## src/rtl/avr_pkg.sv

```systemverilog
// Types and constants shared by the AVR core and its instruction fetch path.
package avr_pkg;
    localparam int AW = 16;

    typedef logic [AW-1:0] pc_t;
    typedef logic [15:0]   insn_t;

    localparam pc_t RESET_VECTOR = '0;
endpackage

```

## src/rtl/avr_ifetch_fifo.sv

```systemverilog
// Small prefetch queue of {instruction word, word address} pairs.
// A flush empties it in one edge; the head reads as zero while it is empty.
module avr_ifetch_fifo
    import avr_pkg::*;
#(
    parameter int DEPTH = 4,
    parameter int AW    = avr_pkg::AW
) (
    input  logic                       clock,
    input  logic                       reset_n,
    input  logic                       i_flush,
    input  logic                       i_push,
    input  insn_t                      i_pushWord,
    input  logic [AW-1:0]              i_pushPc,
    input  logic                       i_pop,
    output logic                       o_valid,
    output insn_t                      o_headWord,
    output logic [AW-1:0]              o_headPc,
    output logic [$clog2(DEPTH+1)-1:0] o_count
);
    localparam int PW = $clog2(DEPTH);
    localparam int CW = $clog2(DEPTH + 1);

    insn_t         r_word [DEPTH];
    logic [AW-1:0] r_pc   [DEPTH];
    logic [PW-1:0] r_rdPtr;
    logic [PW-1:0] r_wrPtr;
    logic [CW-1:0] r_count;

    always_ff @(posedge clock) begin
        if (!reset_n || i_flush) begin
            r_rdPtr <= '0;
            r_wrPtr <= '0;
            r_count <= '0;
        end else begin
            if (i_push) r_wrPtr <= r_wrPtr + PW'(1);
            if (i_pop)  r_rdPtr <= r_rdPtr + PW'(1);
            case ({i_push, i_pop})
                2'b10:   r_count <= r_count + CW'(1);
                2'b01:   r_count <= r_count - CW'(1);
                default: r_count <= r_count;
            endcase
        end
    end

    // Storage needs no reset: the head is masked whenever the count is zero.
    always_ff @(posedge clock) begin
        if (reset_n && !i_flush && i_push) begin
            r_word[r_wrPtr] <= i_pushWord;
            r_pc[r_wrPtr]   <= i_pushPc;
        end
    end

    assign o_valid    = (r_count != '0);
    assign o_headWord = o_valid ? r_word[r_rdPtr] : '0;
    assign o_headPc   = o_valid ? r_pc[r_rdPtr]   : '0;
    assign o_count    = r_count;
endmodule

```

## src/rtl/avr_ifetch.sv

```systemverilog
// Instruction prefetch unit: issues sequential ROM reads, queues the returning
// words with their addresses, and restarts cleanly on a redirect from the core.
module avr_ifetch
    import avr_pkg::*;
#(
    parameter int DEPTH = 4,
    parameter int AW    = avr_pkg::AW
) (
    input  logic          clock,
    input  logic          reset_n,
    output logic [AW-1:0] rom_addr,
    output logic          rom_rd,
    input  insn_t         rom_data,
    output logic          ir_valid,
    output insn_t         ir,
    output logic [AW-1:0] ir_pc,
    input  logic          ir_ready,
    input  logic          redirect,
    input  logic [AW-1:0] redirect_pc
);
    localparam int CW = $clog2(DEPTH + 1);
    localparam int OW = CW + 1;

    logic [AW-1:0] r_fetchPc;
    logic [AW-1:0] r_romAddr;
    logic [AW-1:0] r_dataPc;
    logic          r_romRd;
    logic          r_inflight;

    logic [CW-1:0] w_count;
    logic [OW-1:0] w_outstanding;
    logic          w_pop;
    logic          w_push;
    logic          w_issue;

    // Queued words plus both reads still on their way must fit in the queue,
    // so a stalled core can never cause an overflow.
    assign w_pop         = ir_valid & ir_ready;
    assign w_push        = r_inflight & ~redirect;
    assign w_outstanding = OW'(w_count) + OW'(r_inflight) + OW'(r_romRd) - OW'(w_pop);
    assign w_issue       = (w_outstanding < OW'(DEPTH));

    always_ff @(posedge clock) begin
        if (!reset_n) begin
            r_fetchPc  <= AW'(RESET_VECTOR);
            r_romAddr  <= '0;
            r_romRd    <= 1'b0;
            r_inflight <= 1'b0;
            r_dataPc   <= '0;
        end else if (redirect) begin
            // The read issued this cycle returns next cycle and must be dropped.
            r_romRd    <= 1'b1;
            r_romAddr  <= redirect_pc;
            r_fetchPc  <= redirect_pc + AW'(1);
            r_inflight <= 1'b0;
            r_dataPc   <= r_romAddr;
        end else begin
            r_inflight <= r_romRd;
            r_dataPc   <= r_romAddr;
            if (w_issue) begin
                r_romRd   <= 1'b1;
                r_romAddr <= r_fetchPc;
                r_fetchPc <= r_fetchPc + AW'(1);
            end else begin
                r_romRd <= 1'b0;
            end
        end
    end

    assign rom_addr = r_romAddr;
    assign rom_rd   = r_romRd;

    avr_ifetch_fifo #(
        .DEPTH (DEPTH),
        .AW    (AW)
    ) u_fifo (
        .clock      (clock),
        .reset_n    (reset_n),
        .i_flush    (redirect),
        .i_push     (w_push),
        .i_pushWord (rom_data),
        .i_pushPc   (r_dataPc),
        .i_pop      (w_pop),
        .o_valid    (ir_valid),
        .o_headWord (ir),
        .o_headPc   (ir_pc),
        .o_count    (w_count)
    );
endmodule

```

## config.mk

```make
export PLATFORM = sky130hd
export DESIGN_NAME = avr_ifetch
export DESIGN_NICKNAME = d
export VERILOG_FILES = /design/src/rtl/avr_pkg.sv /design/src/rtl/avr_ifetch_fifo.sv /design/src/rtl/avr_ifetch.sv
export SDC_FILE = /design/constraint.sdc
export NUM_CORES = 1
export LEC_CHECK = 0
export BUFFER_PORTS_ARGS = -buffer_cell sky130_fd_sc_hd__buf_2
export CORE_MARGIN = 2
export CORE_UTILIZATION = 35
export DETAILED_ROUTE_END_ITERATION = 8
export PLACE_DENSITY = 0.48
export SETUP_SLACK_MARGIN = 0.02
export SLEW_MARGIN = 0
export SYNTH_ARGS = -nofsm -noshare
export SYNTH_HDL_FRONTEND = slang
export SYNTH_SLANG_ARGS = --single-unit
export TNS_END_PERCENT = 50
```

## constraint.sdc

```tcl
create_clock -name clock -period 4.2 [get_ports clock]
set_input_delay 0.42 -clock clock [delete_from_list [all_inputs] [get_ports clock]]
set_output_delay 0.42 -clock clock [all_outputs]
set_load 0.05 [all_outputs]
```

* Word level (Yosys, flattened, before mapping) *
Memories as Yosys holds them, arrays and structs flattened. A register that Yosys moved wholly into a read port is not among the register bits.
Cells that the tools add are included.

storage, ports and cells
  bits in writable memories = 128
  word-level logic and storage cells = 50
  input bits = 36
  output and inout port bits = 50
  memories = 2
  register bits = 57

memory list
  name           depth  width  read ports  clocked after Yosys merged registers in  write ports  RTL line               source
  u_fifo.r_pc    4      16     1           1                                        1            avr_ifetch_fifo.sv:25  logic [AW-1:0] r_pc [DEPTH];
  u_fifo.r_word  4      16     1           1                                        1            avr_ifetch_fifo.sv:24  insn_t r_word [DEPTH];

cells by class
  equality and inequality tests = 2
  magnitude comparators = 1
  reductions and logical operators = 9
  mux-type cells = 15
  bitwise gates (word level) = 4
  add/sub/neg operators = 9

operators with widths
  operator               number
  $mux 16                6
  $add 16x1->16 const B  2
  $mux 2                 4
  $pmux 3 s2             1
  $add 2x1->2 const B    2
  $add 3x1->4            1
  $add 4x1->4            1
  $lt 4x3->1 const B     1
  $mux 1                 4
  $reduce_bool 2->1      2
  $sub 4x1->4            1
  $add 3x1->3 const B    1
  $reduce_bool 3->1      1
  $sub 3x1->3 const B    1
  $and 1x1->1            2
  $eq 2x1->1 const B     1
  $eq 2x2->1 const B     1
  $logic_and 1x1->1      2
  $logic_not 1->1        2
  $not 1->1              2
  $reduce_or 2->1        1
  $logic_or 1x1->1       1

* Logic depth before layout (Yosys ltp) *
  depth after elaboration = 6
  mapped depth = 12
  gate-level depth less buffers = 10

* Cells and area by module *
A second synthesis with hierarchy kept.

second synthesis, totals
  cell total of the unflattened synthesis = 532
  area, all modules = 7,780.0 sq um

modules (own cells, without submodules)
  module           instances  area each (sq um)  sequential area each (sq um)  cells an instance
  avr_ifetch_fifo  1          5,337.6            4,023.9                       251
  avr_ifetch       1          2,442.3            1,001.0                       281

* Worst setup path after synthesis *
No wires, ideal clock.

  kind = register to register
  start = register u_fifo.r_count[2], in the netlist u_fifo.o_count[2]
  end = register r_romAddr[12], in the netlist rom_addr[12]
  data arrival time = 2.815 ns
  cell stages (with the launch flop) = 12
  setup time = 0.140 ns
  path buffers = 1
  clock period less this slack = 2.955 ns
  path slack = 1.245 ns
  data required time = 4.060 ns
  path through = dfxtp_1 or3_1 and2_1 ha_1 inv_1 ha_1 a21o_1 a2111oi_1 a211oi_2 nand2_2 buf_4 a211oi_2

between the ends
  word-level cells in the longest chain between the ends = 5
  elaborated cells on any way between the ends = 7
  those cells by class = add/sub (3); order compare (1); bitwise (1); reduce/logical (2)

RTL lines
  what                                RTL line               source
  start, declared                     avr_ifetch_fifo.sv:28  logic [CW-1:0] r_count;
  start signal, assigned              avr_ifetch_fifo.sv:39  2'b10: r_count <= r_count + CW'(1);
  start signal, assigned              avr_ifetch_fifo.sv:40  2'b01: r_count <= r_count - CW'(1);
  start signal, assigned              avr_ifetch_fifo.sv:41  default: r_count <= r_count;
  $reduce_bool 3->1                   avr_ifetch_fifo.sv:54  assign o_valid = (r_count != '0);
  $and 1x1->1                         avr_ifetch.sv:38       assign w_pop = ir_valid & ir_ready;
  via u_fifo.i_pop                    avr_ifetch_fifo.sv:15  input logic i_pop,
  $sub 4x1->4                         avr_ifetch.sv:40       assign w_outstanding = OW'(w_count) + OW'(r_inflight) + OW'(r_romRd) - OW'(w_pop);
  $lt 4x3->1                          avr_ifetch.sv:41       assign w_issue = (w_outstanding < OW'(DEPTH));
  $reduce_bool 2->1 (no source line)  --
  end signal, assigned                avr_ifetch.sv:53       r_romAddr <= redirect_pc;
  end signal, assigned                avr_ifetch.sv:62       r_romAddr <= r_fetchPc;
  end, declared                       avr_ifetch.sv:25       logic [AW-1:0] r_romAddr;

The timed path passes the listed nets, and every way through them passes these cells.
A chain may end at the register's enable or synchronous reset.

* Worst setup path in the final report *
  start = register u_fifo.r_count[2], in the netlist u_fifo.o_count[2]
  end = register r_romAddr[0], in the netlist rom_addr[0]

Same word-level chain as after synthesis.

==> flow_metrics.tcl <==
set metrics [dict create \
    ios 86 \
    post_cts_resized 0 \
    clockBufferDepth 2 \
    slew_headroom 0.268 \
    switchingPower_w 0.000847 \
    worstPathMaxFanout 17 \
    dr.first_iter.drc_count 193 \
    leakage_nw 3.16 \
    async_reset_ff_frac 0 \
    cts_setup_buffers 0 \
    hold_buffers 0 \
    cp.required_ps 4520 \
    status "finished, final reports clean" \
    synth_nets 556 \
    wl_met3_um 579 \
    synth_area_leaders "edfxtp_1, dfxtp_1, mux4_2" \
    hold_slack_ps 215 \
    clock_skew_ps 9.70 \
    ys.flop_type "edfxtp_1" \
    drc 0 \
    avgViaCountPerCell 5.00 \
    synth_simple_gate_area_frac 0.102 \
    grt_pass1_wl_um 26100 \
    path_cells "or3_1 > and2_1 > ha_1 > inv_1 > ha_1 > a21o_1 > a21o_1 > a211oi_2 > nand2_2 > o211a_1" \
    synth_edf_count 128 \
    first_global_vias 4776 \
    max_freq_mhz 259 \
    first_pass_iters 4 \
    pwr-share-clk 0.429 \
    yosys.area.top_type "edfxtp_1" \
    synth_warnings 0 \
    path_buf_inv 1 \
    clk_pin_slew_ps 70 \
    synth_xor_area_frac 0.0206 \
    dieArea_um2 23100 \
    core_um2 21700 \
    met1_length_um 7900 \
    finalSetupTns_ps 0 \
    cts_tree "done" \
    slew_viol_final 0 \
    cts_max_level 4 \
    ys_ff_latch 187 \
    portBuffers 85 \
    die_w_um 152 \
    fin_crit_ps 3860 \
    synth-compound-area-share 0.0643 \
    finalWirelength_um 16300 \
    start_util 0.354 \
    combPwrFrac 0.055 \
    synth_area_per_cell_um2 15.1 \
    hold_viol 0 \
    root_buffer "clkbuf_16" \
    route.top_layer_used "met4" \
    slowest_stage "a211oi_2" \
    crit_family "compound AO/OA/AOI/OAI gates" \
    timing.max_cap.violations 0 \
    synth_top_family_by_area "multiplexers" \
    synthCells 509 \
    die_h_um 152 \
    synth.cell_area_um2 7670 \
    ant_nets 0 \
    grt_usage 0.144 \
    tightest_slew_ps 1100 \
    vdd_ir_drop_max_uv 254 \
    synthMuxAreaShare 0.113 \
    critical_path_arrival_ps 4180 \
    finalSetupViolations 0 \
    gp_congestion 0.846 \
    synth.distinct_cells 51 \
    cts.sinks 187 \
    grt_setup_unrepaired "false" \
    seq_area_frac_synth 0.655 \
    vias 4416 \
    p_seq_frac 0.516 \
    numCtsBuffers 17 \
    overflow 0 \
    nFillCells 2006 \
    synthAdderAreaFrac 0.0189 \
    drive_gt1_frac 0.290 \
    endpoint_kind "register" \
    powerDensity_nw_per_um2 437 \
    p_sw_frac 0.216 \
    fin_crit_sh 0.918 \
    fin_nets 638 \
    insertion_delay_ps 420 \
    hpwl_um 9990 \
    setup.worst_path.start_class "register" \
    synth_top_area_frac 0.501 \
    grt_max_degree 36 \
    area_delta_synth_final_pct 17.0 \
    cellInternalPower_w 0.00307 \
    met2_length_um 7640 \
    hp-class "in -> reg" \
    antenna_found_initial 0 \
    diodes 0 \
    wl_per_cell_um 18.4 \
    num_rows 54 \
    crit_type "reg -> reg" \
    crit_path_max_incr_delay_ps 880 \
]
through the flow:
stage                     cell area, um^2  power, W  setup WS [ps]  utilization  instances
after detailed placement             8350   0.00228            305        0.385        852
final                                8980   0.00392            343        0.414        884
after floorplan                      7670   0.00221           1250            -        509
after global routing                 8980   0.00407            120        0.414        884
after CTS                            8980   0.00397            277        0.414        884
after global placement               8350   0.00228            495        0.385        852
path summary, 6_finish.rpt:
path / depth (start not counted) / slack, ps / from / end
setup / recovery: 10 / 340 / u_fifo.o_count[2] / rom_addr[0]
hold / removal: 1 / 220 / rom_data[13] / u_fifo.r_word[0][13]
setup reg to reg: 10 / 340 / u_fifo.o_count[2] / rom_addr[0]
hold reg to reg: 2 / 470 / r_fetchPc[15] / r_fetchPc[15]
metal layers:
metal	track usage	up-vias
met5	0	-
met4	0.0396	0
met3	0.0379	13
met2	0.237	104
met1	0.191	2203
li1	-	2096
layout make-up:
class                      instances  area, um^2  share of cell area
inverter                          13        48.8             0.00544
timing repair buffer              92         478              0.0532
clock inverter                    12         185              0.0206
tap                              280         350              0.0390
multi-input combinational        280        2450               0.273
sequential                       187        5030               0.560
clock buffer                      20         437              0.0486
synth_stat cells, types with 3 or more instances:
master,n
xnor2_1,12
nor2_1,11
buf_4,3
ha_1,10
xor2_1,6
buf_6,3
a21oi_1,9
o21ai_1,4
mux4_2,32
nor3_1,13
nand2_1,21
a31oi_1,6
clkbuf_1,14
inv_1,12
edfxtp_1,128
and2_1,49
a22oi_1,3
nand3b_1,6
nand4b_1,4
o22ai_1,6
dfxtp_1,59
and3_1,7
mux2i_1,12
a21o_1,4
nand3_1,15
buf_2,7
o21ai_0,9
a211oi_2,10
power groups by stage:
| stage | sequential, W | combinational, W | clock, W |
|---|---|---|---|
| 2_1_floorplan | 0.00209 | 0.000113 | 0 |
| 3_3_place_gp | 0.00206 | 0.000212 | 0 |
| 3_5_place_dp | 0.00207 | 0.000216 | 0 |
| 4_1_cts | 0.00203 | 0.000217 | 0.00173 |
| 5_1_grt | 0.00203 | 0.000233 | 0.00181 |
| 6_report | 0.00203 | 0.000215 | 0.00168 |
state kept, by name, indices dropped and copies added, names as in the netlist, named ones only:
register / count
u_fifo.r_rdPtr: 2
r_dataPc: 16
u_fifo.r_wrPtr: 2
r_inflight: 1
u_fifo.o_count: 3
r_fetchPc: 16
rom_addr: 16
u_fifo.r_word: 64
u_fifo.r_pc: 64
rom_rd: 1
cell families after synthesis:
group,Yosys count
flip-flops,187
XOR/XNOR,18
adder cells (fa/ha/maj),11
AO/OA/AOI/OAI,66
buffers and inverters,42
multiplexers,46
AND/OR/NAND/NOR,139
placed cells by master, fill, tap and decap left out, types with 6 or more instances in the layout:
cell type,n
mux4_2,32
inv_1,12
xor2_1,6
a211oi_2,10
dfxtp_1,57
nand3_1,15
edfxtp_1,128
nand2_1,21
buf_4,7
a31oi_1,6
o22ai_1,6
clkbuf_16,17
mux2i_1,12
and2_1,49
ha_1,10
o21ai_0,9
nor3_1,13
nand3b_1,6
a21oi_1,9
buf_2,85
xnor2_1,12
nor2_1,11
Note: power is estimated with default switching activity, not from simulation.
